==> config.mk <==
export PLATFORM = sky130hd
export DESIGN_NAME = mips_io_port_flat
export DESIGN_NICKNAME = d
export VERILOG_FILES = /design/src/rtl/mips_io_port_if.sv /design/src/rtl/mips_io_port.sv /design/src/flat_wrapper.sv
export SDC_FILE = /design/constraint.sdc
export NUM_CORES = 1
export LEC_CHECK = 0
export ABC_AREA = 0
export BUFFER_PORTS_ARGS = -buffer_cell sky130_fd_sc_hd__buf_4
export CORE_MARGIN = 2
export CORE_UTILIZATION = 44
export DETAILED_ROUTE_END_ITERATION = 6
export PLACE_DENSITY = 0.86
export SYNTH_ARGS = -nofsm -noshare
export SYNTH_HDL_FRONTEND = slang
export SYNTH_SLANG_ARGS = --single-unit
==> constraint.sdc <==
create_clock -name clk -period 1.7 [get_ports clk]
set_clock_uncertainty 0.05 [all_clocks]
set_input_delay 0.17 -clock clk [delete_from_list [all_inputs] [get_ports clk]]
set_output_delay 0.17 -clock clk [all_outputs]
set_load 0.01 [all_outputs]
==> src/rtl/mips_io_port_if.sv <==
// mips_io_port_if -- data-side bus between the single-cycle MIPS datapath and
// the memory-mapped I/O port unit.
//   Address   : byte address from the ALU result (32 bits)
//   WriteData : store data (register file ReadData2)
//   MemWrite  : store strobe
//   MemRead   : load strobe
//   ReadData  : load data returned by the I/O unit (combinational)
//   IOSelect  : address hits an I/O register (combinational)
// master = processor side, slave = I/O port unit.
interface mips_io_port_if #(
  parameter int unsigned DATA_WIDTH = 32
);
  logic [31:0]           Address;
  logic [DATA_WIDTH-1:0] WriteData;
  logic                  MemWrite;
  logic                  MemRead;
  logic [DATA_WIDTH-1:0] ReadData;
  logic                  IOSelect;

  modport master (
    output Address, WriteData, MemWrite, MemRead,
    input  ReadData, IOSelect
  );

  modport slave (
    input  Address, WriteData, MemWrite, MemRead,
    output ReadData, IOSelect
  );
endinterface

==> src/rtl/mips_io_port.sv <==
// mips_io_port -- memory-mapped I/O port unit beside the data memory.
// Registers a 32-bit output port, synchronizes (and optionally debounces)
// an 8-bit input port, and exposes a read-to-clear / W1C change flag.
//   clk       : system clock, rising edge
//   reset     : synchronous, active-low
//   bus       : mips_io_port_if.slave (Address/WriteData/MemWrite/MemRead in,
//               ReadData/IOSelect out, both combinational)
//   PortIn    : asynchronous external input
//   PortOut   : output port register
//   InChanged : change flag (STATUS bit 0)
// Optional feature: define MIPS_IO_DEBOUNCE_EN to include the debounce
// counter; otherwise in_stable follows the synchronizer output directly.
module mips_io_port #(
  parameter int unsigned DATA_WIDTH      = 32,
  parameter int unsigned IN_WIDTH        = 8,
  parameter logic [31:0] PORT_OUT_ADDR   = 32'h1001_0024,
  parameter logic [31:0] PORT_IN_ADDR    = 32'h1001_0028,
  parameter logic [31:0] STATUS_ADDR     = 32'h1001_002C,
  parameter int unsigned DEBOUNCE_CYCLES = 16
) (
  input  logic                  clk,
  input  logic                  reset,
  mips_io_port_if.slave         bus,
  input  logic [IN_WIDTH-1:0]   PortIn,
  output logic [DATA_WIDTH-1:0] PortOut,
  output logic                  InChanged
);

  logic                hit_out;
  logic                hit_in;
  logic                hit_status;
  logic [IN_WIDTH-1:0] sync1;
  logic [IN_WIDTH-1:0] sync2;
  logic [IN_WIDTH-1:0] in_stable;
  logic                changed;
  logic                pending;
  logic                accept;
  logic                clear_changed;
  logic                unused_addr_bits;

  // Word-aligned decode: byte offset is ignored.
  assign hit_out    = (bus.Address[31:2] == PORT_OUT_ADDR[31:2]);
  assign hit_in     = (bus.Address[31:2] == PORT_IN_ADDR[31:2]);
  assign hit_status = (bus.Address[31:2] == STATUS_ADDR[31:2]);
  assign unused_addr_bits = ^bus.Address[1:0];

  assign bus.IOSelect = hit_out | hit_in | hit_status;
  assign pending      = (sync2 != in_stable);
  assign InChanged    = changed;

  // Status reads clear the flag, as do stores with bit 0 set.
  assign clear_changed = hit_status &
                         (bus.MemRead | (bus.MemWrite & bus.WriteData[0]));

  always_comb begin
    bus.ReadData = '0;
    if (bus.MemRead) begin
      if (hit_in)
        bus.ReadData = DATA_WIDTH'(in_stable);
      else if (hit_out)
        bus.ReadData = PortOut;
      else if (hit_status)
        bus.ReadData = DATA_WIDTH'({pending, changed});
    end
  end

`ifdef MIPS_IO_DEBOUNCE_EN
  localparam int unsigned CNT_W = $clog2(DEBOUNCE_CYCLES) + 1;

  logic [CNT_W-1:0] db_count;

  assign accept = pending && (db_count == CNT_W'(DEBOUNCE_CYCLES - 1));

  // sync1 != sync2 means sync2 is about to take a new value, so the run of
  // identical samples ends here; a completing run still accepts first.
  always_ff @(posedge clk) begin
    if (!reset)
      db_count <= '0;
    else if (!pending || accept)
      db_count <= '0;
    else if (sync1 != sync2)
      db_count <= '0;
    else
      db_count <= db_count + CNT_W'(1);
  end
`else
  assign accept = pending;
`endif

  always_ff @(posedge clk) begin
    if (!reset) begin
      sync1     <= '0;
      sync2     <= '0;
      in_stable <= '0;
      changed   <= 1'b0;
      PortOut   <= '0;
    end else begin
      sync1 <= PortIn;
      sync2 <= sync1;
      if (accept)
        in_stable <= sync2;
      // A new accept beats a same-edge clear.
      if (accept)
        changed <= 1'b1;
      else if (clear_changed)
        changed <= 1'b0;
      if (bus.MemWrite && hit_out)
        PortOut <= bus.WriteData;
    end
  end

endmodule

==> src/flat_wrapper.sv <==
// flat-port wrapper written by rule: the top's interface ports become plain ports
module mips_io_port_flat 
#(
  parameter int unsigned DATA_WIDTH      = 32,
  parameter int unsigned IN_WIDTH        = 8,
  parameter logic [31:0] PORT_OUT_ADDR   = 32'h1001_0024,
  parameter logic [31:0] PORT_IN_ADDR    = 32'h1001_0028,
  parameter logic [31:0] STATUS_ADDR     = 32'h1001_002C,
  parameter int unsigned DEBOUNCE_CYCLES = 16
)
  (clk, reset, PortIn, PortOut, InChanged, bus_Address, bus_WriteData, bus_MemWrite, bus_MemRead, bus_ReadData, bus_IOSelect);
  mips_io_port_if #(.DATA_WIDTH(DATA_WIDTH)) bus_i ();
  input  logic clk;
  input  logic reset;
  input  logic [IN_WIDTH-1:0] PortIn;
  output logic [DATA_WIDTH-1:0] PortOut;
  output logic InChanged;
  input wire logic [$bits(bus_i.Address)-1:0] bus_Address;
  input wire logic [$bits(bus_i.WriteData)-1:0] bus_WriteData;
  input wire logic [$bits(bus_i.MemWrite)-1:0] bus_MemWrite;
  input wire logic [$bits(bus_i.MemRead)-1:0] bus_MemRead;
  output wire logic [$bits(bus_i.ReadData)-1:0] bus_ReadData;
  output wire logic [$bits(bus_i.IOSelect)-1:0] bus_IOSelect;
  assign bus_i.Address = bus_Address;
  assign bus_i.WriteData = bus_WriteData;
  assign bus_i.MemWrite = bus_MemWrite;
  assign bus_i.MemRead = bus_MemRead;
  assign bus_ReadData = bus_i.ReadData;
  assign bus_IOSelect = bus_i.IOSelect;
  mips_io_port #(.DATA_WIDTH(DATA_WIDTH), .IN_WIDTH(IN_WIDTH), .PORT_OUT_ADDR(PORT_OUT_ADDR), .PORT_IN_ADDR(PORT_IN_ADDR), .STATUS_ADDR(STATUS_ADDR), .DEBOUNCE_CYCLES(DEBOUNCE_CYCLES)) u_core (.clk(clk), .reset(reset), .bus(bus_i), .PortIn(PortIn), .PortOut(PortOut), .InChanged(InChanged));
endmodule
==> results of run 1 <==
cells by family (layout without fill, tap and decap cells):
family | Yosys count | in the layout | share of synthesized area [%]
AO/OA/AOI/OAI | 10 | 10 | 2.81
XOR/XNOR | 8 | 8 | 2.81
buffers and inverters | 18 | 172 | 3.92
flip-flops | 57 | 57 | 45.8
multiplexers | 33 | 33 | 13.3
AND/OR/NAND/NOR | 146 | 146 | 31.4
area by class of cell:
cell class              instances  area [um2]
inverters                       1        3.75
multi-input cells             197        1360
flip-flops and latches         57        1150
fillers                       403        1470
clock buffers                  12         165
repair buffers                156        1230
well taps                      72        90.1
clock inverters                 3        15.0
flip-flops by register name, summed over array words and instances, names as in the netlist:
register / flops
u_core.InChanged: 1
u_core.sync2: 8
u_core.in_stable: 8
u_core.sync1: 8
u_core.PortOut: 32
cell usage in the layout (no fill, tap or decap), drive strengths merged:
cell / instances
a21oi: 2
mux2i: 32
nor2b: 2
inv: 1
and3: 1
nor4: 7
and2: 48
nor2: 9
buf: 152
nor4b: 3
nand4: 3
clkinv: 3
nand3: 2
dlygate4sd3: 4
clkbuf: 12
nor3: 2
mux2: 1
a22oi: 7
dfxtp: 57
a211oi: 1
and4: 2
nand2: 67
xnor2: 8
metrics by stage:
step | setup WS (ns) | TNS (ns) | hold slack (ns)
global placement | -0.0898 | -2.11 | 0.329
CTS | -0.0979 | -1.79 | 0.000702
detailed placement | -0.160 | -4.12 | 0.330
global route | -0.147 | -3.21 | 0.00653
floorplan | 0.0988 | 0 | 0.242
finish | -0.0859 | -1.65 | 0.00911
routing by layer:
metal / track usage (%) / vias up / routed length [um]
met5: 0 / - / 0
met4: 8.79 / 0 / 172
met3: 6.70 / 15 / 677
met2: 41.9 / 114 / 3980
met1: 24.3 / 1148 / 2540
li1: - / 1195 / -
repair_timing:
item | CTS | global route
buffers inserted | 1 | 2
pin swaps | 4 | 3
cloned | 0 | 0
hold buffers | 4 | 0
endpoints found under the setup margin | 28 | 32
hold endpoints to repair | 4 | 0
resized for setup | 11 | 18
worst max-delay path by stage:
stage	startpoint	endpoint	slack, ns	depth (start not counted)
floorplan	bus_Address[21]	bus_ReadData[1]	0.1	4
global placement	bus_Address[21]	bus_ReadData[23]	-0.09	7
detailed placement	bus_Address[22]	bus_ReadData[25]	-0.16	8
CTS	bus_Address[22]	bus_ReadData[11]	-0.1	8
global route	bus_Address[22]	bus_ReadData[22]	-0.15	8
finish	bus_Address[22]	bus_ReadData[25]	-0.09	8
power by group through the flow:
stage / clock network, mW / logic [mW] / registers [mW]
detailed placement: 0 / 0.259 / 1.40
global route: 1.23 / 0.318 / 1.38
global placement: 0 / 0.251 / 1.40
CTS: 1.15 / 0.280 / 1.37
finish: 1.12 / 0.292 / 1.38
floorplan: 0 / 0.0947 / 1.40
==> flow_metrics.tcl, run 1 <==
set metrics [dict create \
    fin_cells 498 \
    r2r-end "u_core.InChanged" \
    diodes 0 \
    cp.arrival_ns 1.57 \
    place_area_mm2 0.00364 \
    drt_iter0_markers 118 \
    async_reset_ff_share_pct 0 \
    relSlewSlack_pct 67.2 \
    cp.required_ns 1.48 \
    initial_core_util_pct 45.5 \
    drv_cap 0 \
    setup_viol 25 \
    holdPathEnd "u_core.sync1[3]" \
    worstReg2RegStart "u_core.in_stable[5]" \
    worstSetupPathType "input port to output pin" \
    yosysTopAreaCell "dfxtp_1" \
    drive_above_1_share_pct 46.2 \
    crit_slowest_cell "nor4_4" \
    seq_area_frac_synth_pct 45.8 \
    crit_chain "buf_4 > nor4_4 > buf_4 > and3_4 > and4_4 > buf_12 > and2_1 > buf_4" \
    grt_usage_pct 22.8 \
    path_max_fanout 24 \
    via_per_inst 4.96 \
    htree_levels 3 \
    syn_inst 272 \
    totalPowerFinal_mw 2.79 \
    rsz0062_at_grt "yes" \
    syn_area_mm2 0.00249 \
    die_area_mm2 0.00628 \
    antenna_found_initial 0 \
    peakVddDrop_v 0.000633 \
    crit_path_frequent_cell "buf_4" \
    hold_path_startpoint "PortIn[3]" \
    internal_power_mw 2.17 \
    hold_path_class "input port to flop" \
    synth_nets 348 \
    cts_tree "done" \
    grt_max_degree 46 \
    p_leak_nw 2.02 \
    p_switching_mw 0.623 \
    p_comb_share_pct 10.5 \
    die_h_um 79.3 \
    hpwl_um 5230 \
    cts_buffer_depth 2 \
    wirelength_um 7370 \
    drc 0 \
    critPathLaunchType "input port" \
    worstRegToRegCells 4 \
    synth_common_cells "nand2_1 (67), dfxtp_1 (57), and2_1 (48)" \
    ys_ff_latch 57 \
    path_buf_inv 4 \
    timing_hold_violations_final 0 \
    status "complete, but fails checks" \
    grt_pass1_wl_um 11200 \
    cts_sinks 57 \
    synth_cell_types 25 \
    grt_pass1_vias 2412 \
    port_buffers 139 \
    clk_latency_ns 0.32 \
    rows 27 \
    pwr-share-seq_pct 49.3 \
    overflow 0 \
    design_area_mm2 0.00401 \
    period_share_pct 105 \
    final_util_pct 73.2 \
    tightest_slew_ns 0.491 \
    ys_warn_count 0 \
    synth_top_area_share_pct 45.8 \
    clk_pin_slew_ns 0.05 \
    syn_area_per_cell_um2 9.16 \
    area_growth_pct 60.7 \
    cp-end-kind "output pin" \
    power.share.clock_pct 40.3 \
    globalplace.congestion 0.764 \
    synth-edff-count 0 \
    synthTopCellsByArea "dfxtp_1 (46%), mux2i_1 (13%), and2_1 (12%)" \
    dp.cells 476 \
    num_vias 2472 \
    drtPass1Iterations 4 \
    cts_root_buffer "clkbuf_8" \
    finalCriticalPeriod_ns 1.79 \
    synth.most_common_cell "nand2_1" \
    setup_ws_ns -0.0859 \
    critPathTopFamily "simple AND/OR/NAND/NOR gates" \
    slew_viol_final 0 \
    antenna_left 0 \
    sw_frac_of_total_pct 22.3 \
    die_x_um 79.3 \
    violations "setup timing" \
    reg2reg_slack_ns 0.43 \
    holdPathStages 2 \
    io_pins 142 \
    nets 498 \
    fmax_mhz 560 \
    slowest_delay_ns 0.25 \
    cellPowerDensity_mw_per_mm2 697 \
    post_drt_wl_per_cell_um 14.8 \
    numCtsBuffers 9 \
    ys.flop_type "dfxtp_1" \
    core_mm2 0.00547 \
]
Note: power is estimated with default switching activity, not from simulation.
==> run 2: changes to the inputs <==
- GPL_TIMING_DRIVEN: unset -> 0
==> flow_metrics.tcl, run 2 (synthesized netlist as in run 1, its figures left out) <==
set metrics [dict create \
    setup_viol 25 \
    antenna_left 0 \
    core_mm2 0.00547 \
    cts_buffer_depth 2 \
    critPathLaunchType "input port" \
    htree_levels 3 \
    grt_pass1_wl_um 12500 \
    finalCriticalPeriod_ns 1.78 \
    hpwl_um 5630 \
    internal_power_mw 2.17 \
    via_per_inst 5.16 \
    clk_latency_ns 0.33 \
    rows 27 \
    cp.required_ns 1.48 \
    final_cell_mix "buf_4 (111), nand2_1 (66), dfxtp_1 (52)" \
    grt_max_degree 11 \
    cts_tree "done" \
    drc 0 \
    p_switching_mw 0.643 \
    cts_root_buffer "clkbuf_8" \
    antenna_found_initial 0 \
    slew_viol_final 0 \
    totalPowerFinal_mw 2.81 \
    worstReg2RegStart "u_core.in_stable[6]" \
    worstRegToRegCells 4 \
    slowest_delay_ns 0.33 \
    fmax_mhz 561 \
    path_max_fanout 5 \
    post_drt_wl_per_cell_um 17.0 \
    drt_iter0_markers 158 \
    holdPathEnd "u_core.PortOut[21]" \
    num_vias 2634 \
    hold_path_class "input port to flop" \
    drtPass1Iterations 4 \
    fin_cells 510 \
    violations "setup timing" \
    crit_slowest_cell "and4_4" \
    power.share.clock_pct 39.7 \
    die_h_um 79.3 \
    overflow 0 \
    drive_above_1_share_pct 47.9 \
    peakVddDrop_v 0.000510 \
    die_area_mm2 0.00628 \
    status "complete, but fails checks" \
    grt_pass1_vias 2627 \
    cellPowerDensity_mw_per_mm2 663 \
    clk_pin_slew_ns 0.06 \
    setup_ws_ns -0.0834 \
    holdPathStages 3 \
    die_x_um 79.3 \
    cp-end-kind "output pin" \
    p_leak_nw 2.09 \
    final_util_pct 77.5 \
    p_comb_share_pct 11.4 \
    top_register "u_core.PortOut" \
    cts_sinks 57 \
    place_area_mm2 0.00362 \
    cp.arrival_ns 1.56 \
    final_common_cell "buf_4" \
    worstSetupPathType "input port to output pin" \
    area_growth_pct 70.3 \
    drv_cap 0 \
    globalplace.congestion 0.836 \
    design_area_mm2 0.00424 \
    relSlewSlack_pct 67.7 \
    wirelength_um 8650 \
    initial_core_util_pct 45.5 \
    dp.cells 482 \
    tightest_slew_ns 0.484 \
    numCtsBuffers 9 \
    port_buffers 138 \
    crit_chain "buf_8 > nor4b_4 > and4_4 > and4_4 > buf_6 > and2_4 > buf_6" \
    sw_frac_of_total_pct 22.9 \
    hold_path_startpoint "bus_WriteData[21]" \
    timing_hold_violations_final 0 \
    pwr-share-seq_pct 48.9 \
    period_share_pct 105 \
    nets 512 \
    r2r-end "u_core.InChanged" \
    fillCellCount 346 \
    rsz0062_at_grt "yes" \
    io_pins 142 \
    diodes 0 \
    reg2reg_slack_ns 0.45 \
    grt_usage_pct 26.2 \
    largest_reg_flops 32 \
]
## run 2: final cells by class
type / instances / area (um2) / area share, %
tap: 72 / 90.1 / 2.12
sequential: 57 / 1150 / 27.0
buffer: 17 / 103 / 2.42
clock buffer: 13 / 169 / 3.98
timing repair buffer: 153 / 1300 / 30.6
multi-input combinational: 197 / 1430 / 33.7
inverter: 1 / 3.75 / 0.0884
## run 2: worst max path at each step
| stage | endpoint | from | slack [ns] | depth (start not counted) |
|---|---|---|---|---|
| after CTS | bus_ReadData[25] | bus_Address[17] | -0.04 | 7 |
| final | bus_ReadData[28] | bus_Address[14] | -0.08 | 7 |
| after global routing | bus_ReadData[28] | bus_Address[14] | -0.12 | 7 |
| after detailed placement | bus_ReadData[25] | bus_Address[22] | -0.41 | 7 |
| after global placement | bus_ReadData[23] | bus_Address[22] | -0.39 | 7 |
| after floorplan | bus_ReadData[1] | bus_Address[21] | 0.1 | 4 |
## run 2: layer usage
metal / wire [um] / up-vias / GRT usage [%]
met5: 0 / - / 0
met4: 250 / 0 / 13.8
met3: 717 / 18 / 7.95
met2: 4510 / 130 / 47.7
li1: - / 1222 / -
met1: 3170 / 1264 / 26.9
## run 2: critical path, delay by kind of cell
family / cells / cell delay, ns
AND/OR/NAND/NOR: 4 / 1.05
buffers and inverters: 3 / 0.34
## run 2: through the flow
| stage | worst slack [ns] | hold WS [ns] | setup TNS [ns] |
|---|---|---|---|
| 3_5_place_dp | -0.413 | 0.328 | -10.57 |
| 4_1_cts | -0.0354 | 0.0224 | -0.547 |
| 5_1_grt | -0.117 | 0.0369 | -2.44 |
| 3_3_place_gp | -0.386 | 0.330 | -8.69 |
| 2_1_floorplan | 0.0988 | 0.242 | 0 |
| 6_report | -0.0834 | 0.0391 | -1.62 |
## run 2: what timing repair did
item / CTS / global route
pin swaps: 12 / 9
hold buffers: 8 / 0
buffers inserted: 4 / 1
gates cloned: 2 / 0
resized for setup: 71 / 19
endpoints found under the hold margin: 8 / 0
setup endpoints to repair: 31 / 27
## run 2: power groups by stage
| stage | Clock [mW] | Combinational, mW | Sequential [mW] |
|---|---|---|---|
| after global placement | 0 | 0.251 | 1.40 |
| after CTS | 1.12 | 0.309 | 1.37 |
| after floorplan | 0 | 0.0947 | 1.40 |
| after global routing | 1.18 | 0.343 | 1.38 |
| final | 1.12 | 0.321 | 1.37 |
| after detailed placement | 0 | 0.258 | 1.40 |
